[src/rtl/input_vector_stepper.sv]
// input_vector_stepper
//   Operand source for the four-input function block. x1..x4 come from the
//   debounced board switches (manual), a pushbutton-stepped 4-bit counter
//   (step), or a prescaled free-running counter (auto); hold freezes all.
//
// Ports:
//   clk        rising-edge system clock
//   reset      asynchronous, active-high reset
//   sw[3:0]    raw switches; sw[3] -> x1 ... sw[0] -> x4
//   btn_step   raw pushbutton, active-high
//   mode[1:0]  00 manual, 01 step, 10 auto, 11 hold (static strap)
//   x1..x4     registered operand vector, x1 = MSB
//   vec_valid  one-cycle pulse in the cycle x1..x4 change
//   wrap       one-cycle pulse when the counter rolls 15 -> 0 (step/auto)
module input_vector_stepper #(
    parameter int unsigned DEBOUNCE_CYCLES = 4,
    parameter int unsigned AUTO_PERIOD     = 8
) (
    input  logic       clk,
    input  logic       reset,
    input  logic [3:0] sw,
    input  logic       btn_step,
    input  logic [1:0] mode,
    output logic       x1,
    output logic       x2,
    output logic       x3,
    output logic       x4,
    output logic       vec_valid,
    output logic       wrap
);

    localparam int unsigned DW = (DEBOUNCE_CYCLES < 2) ? 1 : $clog2(DEBOUNCE_CYCLES);
    localparam int unsigned PW = $clog2(AUTO_PERIOD);

    typedef enum logic [1:0] {
        MODE_MANUAL = 2'b00,
        MODE_STEP   = 2'b01,
        MODE_AUTO   = 2'b10,
        MODE_HOLD   = 2'b11
    } mode_t;

    // bit 4 is the pushbutton, bits 3:0 the switches
    logic [4:0]          sync1;
    logic [4:0]          sync2;
    logic [4:0]          deb;
    logic [4:0][DW-1:0]  db_cnt;
    logic                btn_prev;
    logic                step_evt;

    mode_t               cur_mode;
    mode_t               mode_prev;
    logic [3:0]          cnt;
    logic [3:0]          cnt_n;
    logic [3:0]          x_vec;
    logic [3:0]          x_n;
    logic [PW-1:0]       pre;
    logic [PW-1:0]       pre_n;
    logic [PW-1:0]       pre_base;
    logic                wrap_n;

    assign cur_mode = mode_t'(mode);
    assign step_evt = deb[4] & ~btn_prev;

    always_ff @(posedge clk or posedge reset) begin
        if (reset) begin
            sync1     <= '0;
            sync2     <= '0;
            deb       <= '0;
            db_cnt    <= '0;
            btn_prev  <= 1'b0;
            mode_prev <= MODE_MANUAL;
            cnt       <= '0;
            pre       <= '0;
            x_vec     <= '0;
            vec_valid <= 1'b0;
            wrap      <= 1'b0;
        end else begin
            sync1 <= {btn_step, sw};
            sync2 <= sync1;
            for (int unsigned i = 0; i < 5; i++) begin
                if (sync2[i] == deb[i]) begin
                    db_cnt[i] <= '0;
                end else if (db_cnt[i] == DW'(DEBOUNCE_CYCLES - 1)) begin
                    deb[i]    <= ~deb[i];
                    db_cnt[i] <= '0;
                end else begin
                    db_cnt[i] <= db_cnt[i] + DW'(1);
                end
            end
            btn_prev  <= deb[4];
            mode_prev <= cur_mode;
            cnt       <= cnt_n;
            pre       <= pre_n;
            x_vec     <= x_n;
            vec_valid <= (x_n != x_vec);
            wrap      <= wrap_n;
        end
    end

    always_comb begin
        cnt_n    = cnt;
        pre_n    = pre;
        x_n      = x_vec;
        wrap_n   = 1'b0;
        // The entry edge counts as prescale step 1 from a cleared prescaler,
        // so the first auto increment lands AUTO_PERIOD edges after entry.
        pre_base = (cur_mode != mode_prev) ? '0 : pre;
        case (cur_mode)
            MODE_MANUAL: begin
                x_n = deb[3:0];
            end
            MODE_STEP: begin
                x_n = cnt;
                if (step_evt) begin
                    cnt_n  = cnt + 4'd1;
                    x_n    = cnt + 4'd1;
                    wrap_n = (cnt == 4'hF);
                end
            end
            MODE_AUTO: begin
                x_n = cnt;
                if (pre_base == PW'(AUTO_PERIOD - 1)) begin
                    pre_n  = '0;
                    cnt_n  = cnt + 4'd1;
                    x_n    = cnt + 4'd1;
                    wrap_n = (cnt == 4'hF);
                end else begin
                    pre_n = pre_base + PW'(1);
                end
            end
            default: begin
                // hold: x, cnt and prescaler keep their values
            end
        endcase
    end

    assign x1 = x_vec[3];
    assign x2 = x_vec[2];
    assign x3 = x_vec[1];
    assign x4 = x_vec[0];

endmodule

[config.mk]
export PLATFORM = sky130hd
export DESIGN_NAME = input_vector_stepper
export DESIGN_NICKNAME = d
export VERILOG_FILES = /design/src/rtl/input_vector_stepper.sv
export SDC_FILE = /design/constraint.sdc
export NUM_CORES = 1
export LEC_CHECK = 0
export CAP_MARGIN = 10
export CORE_MARGIN = 10
export CORE_UTILIZATION = 30
export CTS_CLUSTER_SIZE = 20
export DETAILED_ROUTE_END_ITERATION = 6
export GPL_TIMING_DRIVEN = 1
export PLACE_DENSITY = 0.57
export REMOVE_ABC_BUFFERS = 1
export SLEW_MARGIN = 20
export SYNTH_ARGS = -nofsm -noshare
export SYNTH_HDL_FRONTEND = slang
export SYNTH_SLANG_ARGS = --single-unit
export TNS_END_PERCENT = 10
[constraint.sdc]
create_clock -name clk -period 3.6 [get_ports clk]
set_input_delay 1.08 -clock clk [delete_from_list [all_inputs] [get_ports clk]]
set_output_delay 1.08 -clock clk [all_outputs]
set_load 0.01 [all_outputs]
==> summary.md <==
| Metric | Value |
|---|---|
| Status | complete, no violations |
| Minimum clock period | 3.33 ns |
| CTS tree | yes |
| Critical Path, Cell by Cell | clkdlybuf4s50_1, xor2_1, nor2_1, and2_1, ha_1, ha_2, nand2_2, xnor2_1, a221o_1, a21oi_2, o211ai_1, a211o_1 |
| Area growth, synth to finish | 20.3% |
| Post-DR wirelength/cell | 11.9 µm |
| Die footprint | 9350 µm² |
| Most frequent cell after synthesis | dfrtp_1 |
| Worst Setup End Kind | flip-flop |
| EDFF count, synth | 0 |
| Internal reg-to-reg setup slack | 1.16 ns |
| Top cells by area, synth | dfrtp_1 (58%), ha_1 (8.5%), xnor2_1 (5.5%) |
| R2r worst-path depth | 11 |
| Cell family with most CP delay | compound AO/OA/AOI/OAI gates |
| CTS Sinks | 41 |
| Vias post-DR | 1039 |
| Gr busiest metal | met2 |
| Worst skew pair latency | 0.28 ns |
| Die H | roughly 97 µm |
| Congestion Overflow GR | 0 |
| Met1 Use GR | 7.28% |
| Skew final | 0.00261 ns |
| Cells after DPL | roughly 230 |
| Initial antenna violation count | 0 |
| Final GP Congestion | 0.811 |
| Pre-CTS setup slack | -0.0957 ns |
| Slowest-stage cell, CP | clkdlybuf4s50_1 |
| Type of the tightest min-delay check | reg2reg |
| Max-slew violation count | 0 |
| Area leader, netlist | dfrtp_1 |
| Syn. warnings | 0 |
| Filler cells | 556 |
| DP Wirelength | approximately 2.1 mm |
| Post-route ant nets | 0 |
| Post-synth top cells | dfrtp_1 (41), ha_1 (12), xnor2_1 (11) |
| Number of CTS-inserted buffers | 5 |
| Final non-filler cell total | 234 |
| Post-synthesis register bit count | 41 |
| Nets | 182 |
| Initial Util | 31.5% |
| Residual DRC | 0 |
| Post-synthesis async set-or-reset flop share | 100% |
| Core area | ~5600 µm² |
| Antenna cell count | 0 |
| Port bufs | 14 |
| CP startpoint kind | primary input |
| Root buf cell | clkbuf_8 |
| Post-CTS Setup Repair Bufs | 0 |
| Vias in the first global route | 1143 |
| Tot GR Track Use | 6.28% |
| Clk buf depth | 2 |
| Slew Limit Headroom | 66.5% |
| Crit path kind | in2reg |
| Fin crit share | 92.4% |
| Die width | 96.7 µm |
| Largest net degree at the start of global routing | 42 |
| Worst-case hold path end point | sync2[3] |
| Total leakage power | between 0.9 and 1 nW |
| Worst path bufs/invs | 1 |
| Post-Route WL | 2.78 mm |
| Data arrival, critical path | 3.50 ns |
| Worst Tran Pin Value | 0.503 ns |
| Mapped Cells | 139 |
| GR Util met2 | 10.0% |
| First DRT Iteration DRCs | a little under 50 |
| Global-route wire length before repair | ~5 mm |
| Worst VDD drop | around 0.26 mV |
| Netlist cell types | 31 |
| Hold path start | sync1[3] |
| Clock transition at the registers of the reported paths | 0.07 ns |
| RSZ-0062 raised after global routing | no |
| Critical Path Fanout Max | 6 |
| Area fraction of the dominant cell type after synthesis | 58.1% |
| Area occupied by multi-input gates | 696 µm² |
| Hold Path Cell Cnt | 0 |
| Mean Syn Cell Area | between 10 and 15 µm² |
| FP Rows | 27 |
| Ports | 15 |
| Final setup vio count | 0 |
| Slowest stage delay, CP | ~0.44 ns |
| Worst hold slack | 0.348 ns |
| Synth Flop Type | dfrtp_1 |
| Layout cells sized above 1 | about 15% |
| R2r endpoint | vec_valid |
| Fmax | roughly 0.30 GHz |
| Routing usage on met3 | 2.48% |
| Vias per Instance | 4.44 |
| Slack of the critical path | 0.272 ns |
| Data required, critical path | 3.77 ns |
| Htree depth | 2 |
| Hold Fails Final Rpt | 0 |
| Max Cap Viol | 0 |
| Drt pass-1 iters | 3 |
| Worst reg2reg path startpoint | mode_prev[1] |
| Register area | 1030 µm² |
| Seq/Total Area, Yosys | 58.1% |
| Pwr Density | 719 nW/µm² |
| Netlist Area Pre-Place | 1770 µm² |
==> through the flow <==
stage          util [%]  setup TNS (ns)  power [W]  area, µm²
3_5_place_dp       35.8         -0.0957    0.00118       2010
2_1_floorplan         -               0    0.00103       1750
3_3_place_gp       35.8               0    0.00115       2010
5_1_grt            37.9               0    0.00164       2120
6_report           37.9               0    0.00153       2120
4_1_cts            37.8               0    0.00156       2120
==> layer usage <==
metal | share of wire (%) | vias up
li1 | - | 517
met1 | 46 | 500
met2 | 48 | 17
met3 | 4.9 | 5
met4 | 1.5 | 0
met5 | 0 | -
==> how the worst max path moves through the flow <==
stage,slack [ns],endpoint,startpoint,cells past startpoint
6_report,0.27,vec_valid,mode[1],12
5_1_grt,0.07,vec_valid,mode[1],12
4_1_cts,0.20,vec_valid,mode[1],12
3_5_place_dp,-0.1,vec_valid,mode[1],12
3_3_place_gp,0.01,vec_valid,mode[1],12
2_1_floorplan,0.62,vec_valid,mode[1],11
==> cell usage in the layout (no fill, tap or decap), types with 2 or more instances in the layout <==
cell type,count
a21oi_1,6
and2_1,3
buf_4,3
clkbuf_8,6
clkdlybuf4s50_1,14
dfrtp_1,41
ha_1,11
inv_1,8
mux2_2,8
mux2i_1,3
nand2_1,5
nand3_1,2
nor2_1,5
nor2b_1,5
nor3_1,6
o21ai_0,2
o221ai_1,2
xnor2_1,11
xor2_1,5
==> registers in the layout, indices dropped and copies added, names as in the netlist <==
name       cells
btn_prev       1
cnt            4
deb            5
pre            3
sync1          5
sync2          5
vec_valid      1
mode_prev      2
wrap           1
x_vec          4
db_cnt        10
==> cell type report <==
cell class              instances  area share, %
well taps                      72           4.24
clock buffers                   7           4.06
repair buffers                 17           7.66
clock inverters                 1           1.41
inverters                       9           1.59
multi-input cells              87           32.7
flip-flops and latches         41           48.3
==> logic make-up after synthesis <==
kind of cell | count (synthesis) | synth area share, %
adder cells (fa/ha/maj) | 12 | 8.50
buffers and inverters | 11 | 2.62
AND/OR/NAND/NOR | 30 | 8.86
multiplexers | 12 | 7.44
flip-flops | 41 | 58.1
AO/OA/AOI/OAI | 17 | 6.52
XOR/XNOR | 16 | 7.94
==> where the power goes <==
group	switching (W)	total (W)	leakage, nW	internal [W]
Combinational	0.000189	0.000443	0.391	0.000254
Sequential	0.000118	0.000715	0.499	0.000597
Clock	0.000145	0.000371	0.0585	0.000226
Total	0.000453	0.00153	0.949	0.00108
==> what timing repair did <==
item / in CTS / in global routing
endpoints found under the setup margin: 0 / 1
hold buffers: 0 / 0
resized for setup: 0 / 1
(Power assumes the default switching activity.)
